### config.mk
export PLATFORM = sky130hd
export DESIGN_NAME = fifo_rd_stream
export DESIGN_NICKNAME = d
export VERILOG_FILES = /design/src/rtl/fifo_rd_stream.sv
export SDC_FILE = /design/constraint.sdc
export NUM_CORES = 1
export LEC_CHECK = 0
export CAP_MARGIN = 10
export CELL_PAD_IN_SITES_DETAIL_PLACEMENT = 1
export CELL_PAD_IN_SITES_GLOBAL_PLACEMENT = 2
export CORE_AREA = 2 2 137 85
export CTS_CLUSTER_SIZE = 20
export DETAILED_ROUTE_END_ITERATION = 8
export DIE_AREA = 0 0 139 87
export GPL_TIMING_DRIVEN = 0
export PLACE_DENSITY_LB_ADDON = 0.1
export SYNTH_ARGS = -nofsm -noshare
export SYNTH_HDL_FRONTEND = slang
export SYNTH_SLANG_ARGS = --single-unit
### constraint.sdc
create_clock -name rclk -period 5.2 [get_ports rclk]
set_input_delay 0.52 -clock rclk [delete_from_list [all_inputs] [get_ports rclk]]
set_output_delay 0.52 -clock rclk [all_outputs]
set_load 0.005 [all_outputs]
### src/rtl/fifo_rd_stream.sv
// Read-side consumer for the async FIFO. Issues rinc against local credit,
// buffers returned words and presents them as a valid/ready stream.
module fifo_rd_stream #(
  parameter int DATA_W   = 16,
  parameter int OB_DEPTH = 4,
  parameter int CNT_W    = 16
) (
  input  logic              rclk,
  input  logic              rrst_n,
  input  logic              en,
  input  logic              rempty,
  output logic              rinc,
  input  logic [DATA_W-1:0] rdata,
  input  logic              rvalid,
  output logic              m_valid,
  input  logic              m_ready,
  output logic [DATA_W-1:0] m_data,
  output logic [CNT_W-1:0]  rd_count,
  output logic              idle,
  output logic              err
);

  localparam int PTR_W = $clog2(OB_DEPTH);
  localparam int OCC_W = PTR_W + 1;

  logic [DATA_W-1:0] mem [OB_DEPTH];
  logic [PTR_W-1:0]  wr_ptr;
  logic [PTR_W-1:0]  rd_ptr;
  logic [OCC_W-1:0]  occ;
  logic [OCC_W-1:0]  inflight;
  logic [DATA_W-1:0] last_data;
  logic [OCC_W:0]    credit_sum;
  logic              push;
  logic              stray;
  logic              pop;

  // Credit counts both buffered words and reads still in flight, so every
  // word that comes back on rvalid already has a slot reserved for it.
  assign credit_sum = {1'b0, occ} + {1'b0, inflight};
  assign rinc       = rrst_n & en & ~rempty & (credit_sum < (OCC_W+1)'(OB_DEPTH));

  assign push    = rrst_n & rvalid & (inflight != '0);
  assign stray   = rrst_n & rvalid & (inflight == '0);
  assign m_valid = (occ != '0);
  assign pop     = m_valid & m_ready;
  assign idle    = (occ == '0) & (inflight == '0);

  // Head of buffer while valid; otherwise hold the last presented word.
  assign m_data = m_valid ? mem[rd_ptr] : last_data;

  // Buffer storage: contents need no reset, occ qualifies them.
  always_ff @(posedge rclk) begin
    if (push) mem[wr_ptr] <= rdata;
  end

  // Pointers, occupancy, in-flight credit, counters and sticky error.
  always_ff @(posedge rclk) begin
    if (!rrst_n) begin
      wr_ptr    <= '0;
      rd_ptr    <= '0;
      occ       <= '0;
      inflight  <= '0;
      rd_count  <= '0;
      err       <= 1'b0;
      last_data <= '0;
    end else begin
      last_data <= m_data;
      if (push) wr_ptr <= wr_ptr + PTR_W'(1);
      if (pop)  rd_ptr <= rd_ptr + PTR_W'(1);
      if (pop)  rd_count <= rd_count + CNT_W'(1);
      if (stray) err <= 1'b1;
      case ({push, pop})
        2'b10:   occ <= occ + OCC_W'(1);
        2'b01:   occ <= occ - OCC_W'(1);
        default: occ <= occ;
      endcase
      case ({rinc, push})
        2'b10:   inflight <= inflight + OCC_W'(1);
        2'b01:   inflight <= inflight - OCC_W'(1);
        default: inflight <= inflight;
      endcase
    end
  end

endmodule

==> results.md, run 1 <==
* Fill count at approximately 1100
* Final ANT Viol Nets at 0
* Static Leak at between 1.5 and 2 nW
* Number of I/O pins at slightly below 60
* Antenna fix cells at 0
* Max cap viols at 0
* Largest cells by area after synthesis: edfxtp_1 44%, dfxtp_1 21%, mux4_2 8.3%, mux2_2 4.1%, and2_1 3.0%
* CTS buffer count at 9
* Post-cts sizing count at 0
* CTS tree: built
* Ys async rst share at 0%
* Tcrit/Tclk final at ~58%
* Setup slack after placement at 2.37 ns
* R2R setup slack at ~2.7 ns
* Final Hold Viols at 0
* Die Ht at between 80 and 90 um
* Clock period minus worst slack at around 3 ns
* Die X at 139 um
* First-pass GRT wire length at between 10000 and 15000 um
* Post-DP Area at slightly above 5000 um2
* Power density over the cells at 349 nW/um2
* Fin nets at roughly 400
* Routed WL at about 8900 um
* Top cell type by total area after synthesis: edfxtp_1
* Routability-driven placement congestion ratio at a little over 0.7
* Xor-xnor portion of the synthesized cell area at under 10%
* GR Util All Layers at around 16%
* CP required at between 4 and 5 ns
* CP Capture Type: output pin
* GR Overflow Total at 0
* Area of the die at between 10000 and 15000 um2
* Hold buffer count at cts at 0
* H-tree levels at 3
* Vias at ~2600
* Buffers on Ports at between 50 and 60
* Slew @ Worst Pin at 0.924 ns
* Number of global-route vias before repair at between 2000 and 3000
* Crit path kind: reg -> out
* P&R area growth vs syn at 24.4%
* Worst slew margin at 38.4%
* DRT iter0 DRCs at slightly above 100
* Residual DRC count at 0
* Clock sinks at between 100 and 150
* Drt pass-1 iters at 4
* Synthesized area per cell at between 10 and 15 um2
* Worst setup margin at about 2.2 ns
* Yosys cell types at 34
* Clk buf depth at 2
* Simple-Gate Fraction of Synth Area at 9.95%
* Max IR drop VDD at roughly 160 uV
* Status: complete, no violations
* Non-Filler Cell Area, Final at between 5000 and 6000 um2
* Seq/Total Area, Yosys at 64.8%
* Initial Utilization at 39.7%
* Max frequency at 331 MHz
* Synth Area in Adders at between 3 and 4%
* Initial antenna violation count at 0
* Clock Tree Root: clkbuf_16
* Avg WL per Cell at around 17 um
* Compound-Gate Fraction of Synth Area at under 10%
* Largest net degree at the start of global routing at 19
* Worst skew pair latency at about 0.34 ns
* Setup Buffers After CTS at 0
* Post-synthesis mux area share at about an eighth
* Syn Nets at 331
* # setup viols final at 0
* Fin Setup TNS at 0 ns
* Crit path DAT at approximately 2.5 ns
* Flop and latch count out of synthesis at 109
* Post-Syn Instances at slightly below 300
* Slew Viols, Final at 0
* CTS clk-pin slew, worst paths at about 0.07 ns
* Fraction of layout cells with a size suffix above 1 at 15.9%
* Overall Power at around 1.9 mW
* Final std cells w/o fill at between 500 and 600
* Unrepaired setup endpoints after global routing: false
* Clock skew at ~0.0058 ns
* Main combinational cell family by area after synthesis: multiplexers
* Placed insts at 498
* Synth top area share at between 40 and 50%
* Crit path launch type: register
* Main flop type after synthesis: edfxtp_1
* Syn. warnings at 0
* Via density at 5.00
* Core area at 11000 um2
* Hpwl dp at a little over 6000 um
* Site row count at 30
* Mapped Area at around 4400 um2
* Hold Crit Class: reg -> reg
* CP Max Fanout at 10
* Post-synth EDFFs at 64
## path summary, 6_finish.rpt
path                            start                  end  cells past startpoint
max                          register            m_data[9]                      5
min                  err$_SDFFE_PN0P_     err$_SDFFE_PN0P_                      2
max reg2reg  inflight[2]$_SDFFE_PN0P_  occ[2]$_SDFFE_PN0P_                     10
min reg2reg          err$_SDFFE_PN0P_     err$_SDFFE_PN0P_                      2
## power breakdown
part | switching [mW] | leakage, nW | internal [mW]
Clock | 0.311 | 0.150 | 0.424
Combinational | 0.0857 | 0.743 | 0.123
Sequential | 0.0111 | 0.940 | 0.934
## synth_stat cells (4+ instances only)
| library cell | number |
|---|---|
| mux4_2 | 16 |
| mux2_2 | 16 |
| o31ai_1 | 5 |
| nand3_1 | 6 |
| clkbuf_1 | 4 |
| and2_1 | 21 |
| or3_1 | 4 |
| xor2_1 | 9 |
| nand2_1 | 8 |
| nor2_1 | 23 |
| inv_1 | 12 |
| ha_1 | 9 |
| nand4_1 | 5 |
| or4_1 | 4 |
| dfxtp_1 | 45 |
| buf_4 | 4 |
| xnor2_1 | 8 |
| a21oi_1 | 11 |
| edfxtp_1 | 64 |
## flip-flops by register name, summed over array words and instances (netlist names), named ones only
register	flops
inflight	3
occ	3
mem	64
err	1
rd_ptr	2
wr_ptr	2
last_data	16
rd_count	16
## layout make-up
type                       instances  area, um2  share of cell area [%]
sequential                       109       2820                    52.1
tap                              144        180                    3.33
inverter                          13       48.8                   0.901
clock buffer                       9        225                    4.16
multi-input combinational        163       1410                    26.0
clock inverter                     7       96.3                    1.78
timing repair buffer              56        561                    10.4
buffer                            13       75.1                    1.39
## cells by family (layout without fill, tap and decap cells)
group	Yosys count	after routing
DFF	109	109
AOI/OAI and AO/OA	21	21
muxes	32	32
adders and majority gates	11	11
and+or+nand+nor	82	82
xor gates and xnor gates	17	17
buffers and inverters	26	98
## stage by stage
step / utilization (%) / hold slack (ns)
global placement: 46.5 / 0.463
CTS: 49.4 / 0.492
floorplan: - / 0.460
detailed placement: 46.5 / 0.465
global route: 49.4 / 0.511
finish: 49.4 / 0.480
## cells in the final DEF (no fill, tap or decap), types with 9 or more instances in the layout
cell type,instances
a21oi_1,11
clkdlybuf4s50_1,56
edfxtp_1,64
and2_1,21
mux4_2,16
dfxtp_1,45
clkbuf_16,9
nor2_1,23
xor2_1,9
ha_1,9
mux2_2,16
inv_1,12
## per-layer routing
metal	global-route usage, %	routed length [um]
met1	23.1	4630
met2	23.2	3840
met3	4.18	336
met4	4.13	66
met5	0	0
## critical path, stage by stage (launching register included)
cell and delay (ns):
dfxtp_1 0.32, clkbuf_1 0.36, buf_2 0.38, mux4_2 0.35, mux2_2 0.30, clkdlybuf4s50_1 0.45
(Power assumes the default switching activity.)
==> run 2: changes to the inputs <==
--- a/config.mk
+++ b/config.mk
@@ -8,10 +8,10 @@
 export CAP_MARGIN = 10
 export CELL_PAD_IN_SITES_DETAIL_PLACEMENT = 1
 export CELL_PAD_IN_SITES_GLOBAL_PLACEMENT = 2
-export CORE_AREA = 2 2 137 85
+export CORE_AREA = 2 2 147 92
 export CTS_CLUSTER_SIZE = 20
 export DETAILED_ROUTE_END_ITERATION = 8
-export DIE_AREA = 0 0 139 87
+export DIE_AREA = 0 0 149 94
 export GPL_TIMING_DRIVEN = 0
 export PLACE_DENSITY_LB_ADDON = 0.1
 export SYNTH_ARGS = -nofsm -noshare
==> constraint.sdc (replaced) <==
create_clock -name rclk -period 2.6 [get_ports rclk]
set_input_delay 0.26 -clock rclk [delete_from_list [all_inputs] [get_ports rclk]]
set_output_delay 0.26 -clock rclk [all_outputs]
set_load 0.005 [all_outputs]
==> run 2 against run 1 <==
  * Hold slack got worse by 0.24 ns
  * Global-route usage decreased by 1.3 points
  * First-iteration DRC count grew 33%
  * Sequential power increased by 100%
  * Wire length up 5.6%
  * Clock power rose by 77%
==> results.md, run 2 (synthesis results as in run 1) <==
* Clock network fraction of total power at 35.7%
* Unrepaired setup endpoints after global routing: false
* H-tree levels at 3
* Antenna fix cells at 0
* Die Ht at about 94 um
* Core area at around 13000 um2
* Area of the die at 14000 um2
* Clock Tree Root: clkbuf_16
* Number of global-route vias before repair at 2598
* Crit path DAT at 2.23 ns
* Via density at 4.70
* Register share of total power at between 50 and 60%
* Worst skew pair latency at 0.35 ns
* Buffers on Ports at 56
* Commonest non-fill, non-tap cell in the layout: edfxtp_1
* # setup viols final at 0
* Most frequent cells in the layout: 64 x edfxtp_1, 56 x clkdlybuf4s50_1, 42 x dfxtp_1, 23 x nor2_1, 21 x and2_1
* Crit path launch type: register
* Worst path most repeated cell: buf_4
* Largest net degree at the start of global routing at 19
* Clock skew at 0.00902 ns
* Max reg flops at 64
* CP required at about 2.3 ns
* Status: complete, no violations
* Cell internal pwr at between 2 and 3 mW
* Worst-path cell chain: or3_1 -> buf_4 -> buf_4 -> mux2_2 -> clkdlybuf4s50_1
* Crit path kind: reg -> out
* GR Util All Layers at ~14%
* Drt pass-1 iters at 4
* Max cap viols at 0
* Hold buffer count at cts at 0
* Tcrit/Tclk final at 95.7%
* Max IR drop VDD at between 300 and 400 uV
* Top flop regs: mem: 64 flops, last_data: 16 flops, rd_count: 16 flops
* Max frequency at roughly 400 MHz
* CTS clk-pin slew, worst paths at ~0.07 ns
* Fin nets at roughly 400
* Worst slew margin at about two fifths
* CTS buffer count at 9
* Site row count at 32
* Logic pwr share at between 10% and 20%
* Worst Path Buf+Inv at 3
* Final Hold Viols at 0
* Non-Filler Cell Area, Final at between 5000 and 6000 um2
* Final ANT Viol Nets at 0
* Number of I/O pins at 58
* Biggest register: mem
* GR Overflow Total at 0
* Die X at 149 um
* Static Leak at approximately 1.9 nW
* Hold depth at 2
* Fill count at roughly 1300
* Initial Utilization at roughly a third
* Routed WL at ~9400 um
* Avg WL per Cell at between 15 and 20 um
* Clock period minus worst slack at roughly 2.5 ns
* Hold Crit Class: in -> reg
* Sw Pwr at around 0.85 mW
* CP Capture Type: output pin
* Slew @ Worst Pin at around 0.9 ns
* CTS tree: built
* Clk buf depth at 2
* Sw Ratio at 23.3%
* Clock sinks at roughly 110
* Power density over the cells at around 660 nW/um2
* Crit path depth at 5
* First-pass GRT wire length at approximately 15000 um
* Delay-heaviest family, CP: buffers and inverters
* Residual DRC count at 0
* Critical-path top delay cell: clkdlybuf4s50_1
* DRT iter0 DRCs at ~140
* Routability-driven placement congestion ratio at a little over 0.7
* P&R area growth vs syn at 26.3%
* Vias at between 2000 and 3000
* Fin Setup TNS at 0 ns
* Post-DP Area at between 5000 and 6000 um2
* Initial antenna violation count at 0
* Fraction of layout cells with a size suffix above 1 at between 10% and 20%
* Hpwl dp at 6310 um
* CP Max Fanout at 10
* Slew Viols, Final at 0
* R2R depth at 9
* Worst stage delay on the critical path at roughly 0.5 ns
==> run 2: changes by cell type in the layout (fill, tap and decap cells not counted), moves of 3 or more <==
cell | previous run | this run
buf_4 | 4 | 11
buf_2 | 3 | 0
clkinv_4 | 0 | 3
dfxtp_1 | 45 | 42
dfxtp_2 | 0 | 3
==> run 2: stage by stage <==
step	setup WS, ns	total power, mW	hold WS (ns)	util [%]	std cells
2_1_floorplan	0.287	2.14	0.359	-	298
3_3_place_gp	0.0494	2.35	0.461	40.8	524
3_5_place_dp	0.0186	2.36	0.470	40.8	524
4_1_cts	0.0148	3.67	0.239	43.1	537
5_1_grt	0.0174	3.80	0.244	43.7	544
6_report	0.113	3.64	0.245	43.7	544
==> run 2: worst register-to-register path, cell delays in order, from the launching register on <==
cell	delay, ns
dfxtp_1	0.35
or3_1	0.41
and3_4	0.24
inv_1	0.07
ha_1	0.18
inv_1	0.06
fa_1	0.37
xor2_1	0.16
or3_1	0.31
a21oi_1	0.16
==> run 2: layout make-up <==
| type | count | area [um2] | share of cell area, % |
|---|---|---|---|
| Clock inverter | 6 | 47.5 | 0.865 |
| Tap cell | 170 | 213 | 3.87 |
| Sequential cell | 109 | 2830 | 51.4 |
| Inverter | 13 | 48.8 | 0.888 |
| Multi-Input combinational cell | 163 | 1410 | 25.7 |
| Timing Repair Buffer | 63 | 631 | 11.5 |
| Buffer | 11 | 95.1 | 1.73 |
| Clock buffer | 9 | 225 | 4.10 |
==> run 2: timing repair <==
action | in CTS | in global routing
gates cloned | 0 | 1
hold endpoints to repair | 0 | 0
setup buffers | 0 | 6
gates resized for setup | 7 | 6
setup endpoints to repair | 11 | 10
pin swaps | 0 | 0
==> run 2: routing by layer <==
layer,vias up,routed length [um],global-route usage [%],part of all wire (%)
met4,0,82,4.29,0.88
li1,1226,-,-,-
met2,58,3950,20.3,42
met1,1266,4810,21.1,51
met5,-,0,0,0
met3,9,523,4.71,5.6
==> run 2: path summary, 6_finish.rpt <==
check / from / slack [ns] / endpoint
max: occ[2]$_SDFFE_PN0P_ / 0.11 / m_data[14]
min: rrst_n / 0.24 / rd_count[10]$_SDFFE_PN0P_
max reg2reg: inflight[2]$_SDFFE_PN0P_ / 0.23 / occ[2]$_SDFFE_PN0P_
min reg2reg: err$_SDFFE_PN0P_ / 0.49 / err$_SDFFE_PN0P_
==> run 2: power groups by stage <==
stage / logic (mW) / clock network, mW / registers [mW]
3_3_place_gp: 0.419 / 0 / 1.93
2_1_floorplan: 0.218 / 0 / 1.92
6_report: 0.452 / 1.30 / 1.89
4_1_cts: 0.440 / 1.33 / 1.89
3_5_place_dp: 0.428 / 0 / 1.93
5_1_grt: 0.497 / 1.40 / 1.90
==> run 3: changes to the inputs <==
--- a/config.mk
+++ b/config.mk
@@ -8,10 +8,11 @@
 export CAP_MARGIN = 10
 export CELL_PAD_IN_SITES_DETAIL_PLACEMENT = 1
 export CELL_PAD_IN_SITES_GLOBAL_PLACEMENT = 2
-export CORE_AREA = 2 2 147 92
+export CORE_AREA = 2 2 138 86
 export CTS_CLUSTER_SIZE = 20
 export DETAILED_ROUTE_END_ITERATION = 8
-export DIE_AREA = 0 0 149 94
+export DIE_AREA = 0 0 140 88
+export DONT_BUFFER_PORTS = 1
 export GPL_TIMING_DRIVEN = 0
 export PLACE_DENSITY_LB_ADDON = 0.1
 export SYNTH_ARGS = -nofsm -noshare
==> run 3 against run 2 <==
  * The run now ends with DRC left
  * Clock power rose by 8%
  * Final area fell by 8.9%
  * Clock skew fell by 0.0027 ns
  * First-iteration DRC count fell by 16%
  * Wire length fell by 8.7%
  * Critical path type is now reg -> reg
  * Largest power group unchanged
==> results.md, run 3 (synthesis results as in run 1) <==
* Die X at 140 um
* Final Hold Viols at 0
* Avg WL per Cell at between 15 and 20 um
* Final ANT Viol Nets at 0
* R2R setup slack at 0.19 ns
* Max reg flops at 64
* Fin nets at 358
* CTS clk-pin slew, worst paths at around 0.07 ns
* Register Area at about 2800 um2
* Minimum hold slack at around 0.063 ns
* H-tree levels at 3
* Max cap viols at 0
* Delay-heaviest family, CP: simple AND/OR/NAND/NOR gates
* Violated checks: DRC
* Max IR drop VDD at approximately 300 uV
* CP Capture Type: register
* Core area at around 11000 um2
* Number of I/O pins at slightly below 60
* Area of the die at 12300 um2
* Vias at roughly 2400
* Initial Utilization at about 39%
* Fraction of layout cells with a size suffix above 1 at ~18%
* Initial antenna violation count at 0
* Via density at around 5
* Worst-path cell chain: or3_1 -> and3_2 -> inv_1 -> ha_1 -> inv_1 -> fa_1 -> xor2_1 -> or3_1 -> a21oi_1
* CP required at between 2 and 3 ns
* Clock period minus worst slack at around 2.4 ns
* CTS buffer count at 9
* Crit path kind: reg -> reg
* Setup Buffers After CTS at 0
* Worst skew pair latency at roughly 0.34 ns
* Slew @ Worst Pin at ~0.9 ns
* Critical-path top delay cell: or3_1
* Status: finished with violations
* Sw Ratio at a little under a quarter
* Crit path DAT at 2.69 ns
* Biggest register: mem
* Number of global-route vias before repair at approximately 2400
* P&R area growth vs syn at 15.0%
* # setup viols final at 0
* Hpwl dp at slightly above 6000 um
* Routability-driven placement congestion ratio at between 0.6 and 0.7
* Multi-input gate area at ~1400 um2
* Largest net degree at the start of global routing at 20
* Tcrit/Tclk final at 92.8%
* Die Ht at slightly below 90 um
* CTS tree: built
* Residual DRC count at 4
* Hold Crit Class: in -> reg
* Clk buf depth at 2
* Drt pass-1 iters at 9
* Slew Viols, Final at 0
* Crit path launch type: register
* Most frequent cells in the layout: 64 x edfxtp_1, 45 x dfxtp_1, 23 x nor2_1, 21 x and2_1, 17 x dlygate4sd3_1
* Power density over the cells at between 700 and 800 nW/um2
* Clock network fraction of total power at 39.1%
* Commonest non-fill, non-tap cell in the layout: edfxtp_1
* Static Leak at about 1.7 nW
* Register share of total power at between 50% and 60%
* Fill count at 1112
* Site row count at 30
* Cell internal pwr at about 2.8 mW
* Clock Tree Root: clkbuf_16
* Fin Setup TNS at 0 ns
* Sw Pwr at just over 0.8 mW
* First-pass GRT wire length at around 14000 um
* Unrepaired setup endpoints after global routing: false
* Overall Power at 3.60 mW
* DRT iter0 DRCs at between 100 and 150
* Clock skew at roughly 0.0063 ns
* Top flop regs: mem: 64 flops, last_data: 16 flops, rd_count: 16 flops
* Worst Path Buf+Inv at 2
* Worst stage delay on the critical path at roughly 0.40 ns
* CP Max Fanout at 9
* Antenna fix cells at 0
* Clock sinks at 109
* Buffers on Ports at 0
* GR Util All Layers at 15.0%
* Max frequency at just over 400 MHz
* GR Overflow Total at 0
* Worst slew margin at between 40 and 50%
* Routed WL at ~8600 um
* Logic pwr share at ~8.3%
## run 3: cell types whose count changed in the layout (fill, tap and decap cells not counted), moves of 2 or more
cell and delta:
buf_2 +3, buf_4 -7, clkbuf_1 +2, clkdlybuf4s50_1 -56
clkinv_4 -2, dfxtp_1 +3, dfxtp_2 -3, dlygate4sd3_1 +17
## run 3: per-stage QoR
stage / setup slack [ns] / instances / cell area [um2] / utilization (%)
6_report: 0.188 / 474 / 5010 / 45.2
5_1_grt: 0.0411 / 474 / 5010 / 45.2
4_1_cts: 0.112 / 468 / 4940 / 44.7
3_5_place_dp: 0.0146 / 442 / 4530 / 40.9
3_3_place_gp: 0.118 / 442 / 4530 / 40.9
2_1_floorplan: 0.287 / 298 / 4350 / -
## run 3: cell type report
class	instances	share of cell area [%]
Buffer	12	1.42
Sequential cell	109	56.4
Clock inverter	6	1.52
Multi-Input combinational cell	163	28.1
Inverter	13	0.975
Tap cell	144	3.60
Timing Repair Buffer	17	3.40
Clock buffer	10	4.57
## run 3: worst paths after layout
| check | from | to | cells after the start |
|---|---|---|---|
| worst min register to register | err$_SDFFE_PN0P_ | err$_SDFFE_PN0P_ | 2 |
| worst max-delay path | inflight[2]$_SDFFE_PN0P_ | occ[2]$_SDFFE_PN0P_ | 9 |
| worst max register to register | inflight[2]$_SDFFE_PN0P_ | occ[2]$_SDFFE_PN0P_ | 9 |
| worst min-delay path | rvalid | err$_SDFFE_PN0P_ | 2 |
## run 3: power groups by stage
stage	Clock, mW	Sequential [mW]	Combinational (mW)
after global routing	1.51	1.90	0.338
after global placement	0	1.93	0.274
final	1.41	1.89	0.299
after detailed placement	0	1.93	0.278
after floorplan	0	1.92	0.218
after CTS	1.45	1.89	0.299
## run 3: what timing repair did
| action | in CTS | in global routing |
|---|---|---|
| setup endpoints to repair | 1 | 1 |
| pin swaps | 0 | 0 |
| gates resized for setup | 0 | 1 |
| hold buffers | 11 | 6 |
| endpoints found under the hold margin | 41 | 23 |
## run 3: layer usage
metal,vias up,routed length [um],GRT usage [%]
met1,1186,4450,21.5
li1,1139,-,-
met2,41,3580,21.5
met5,-,0,0
met3,6,459,5.69
met4,0,74,3.86
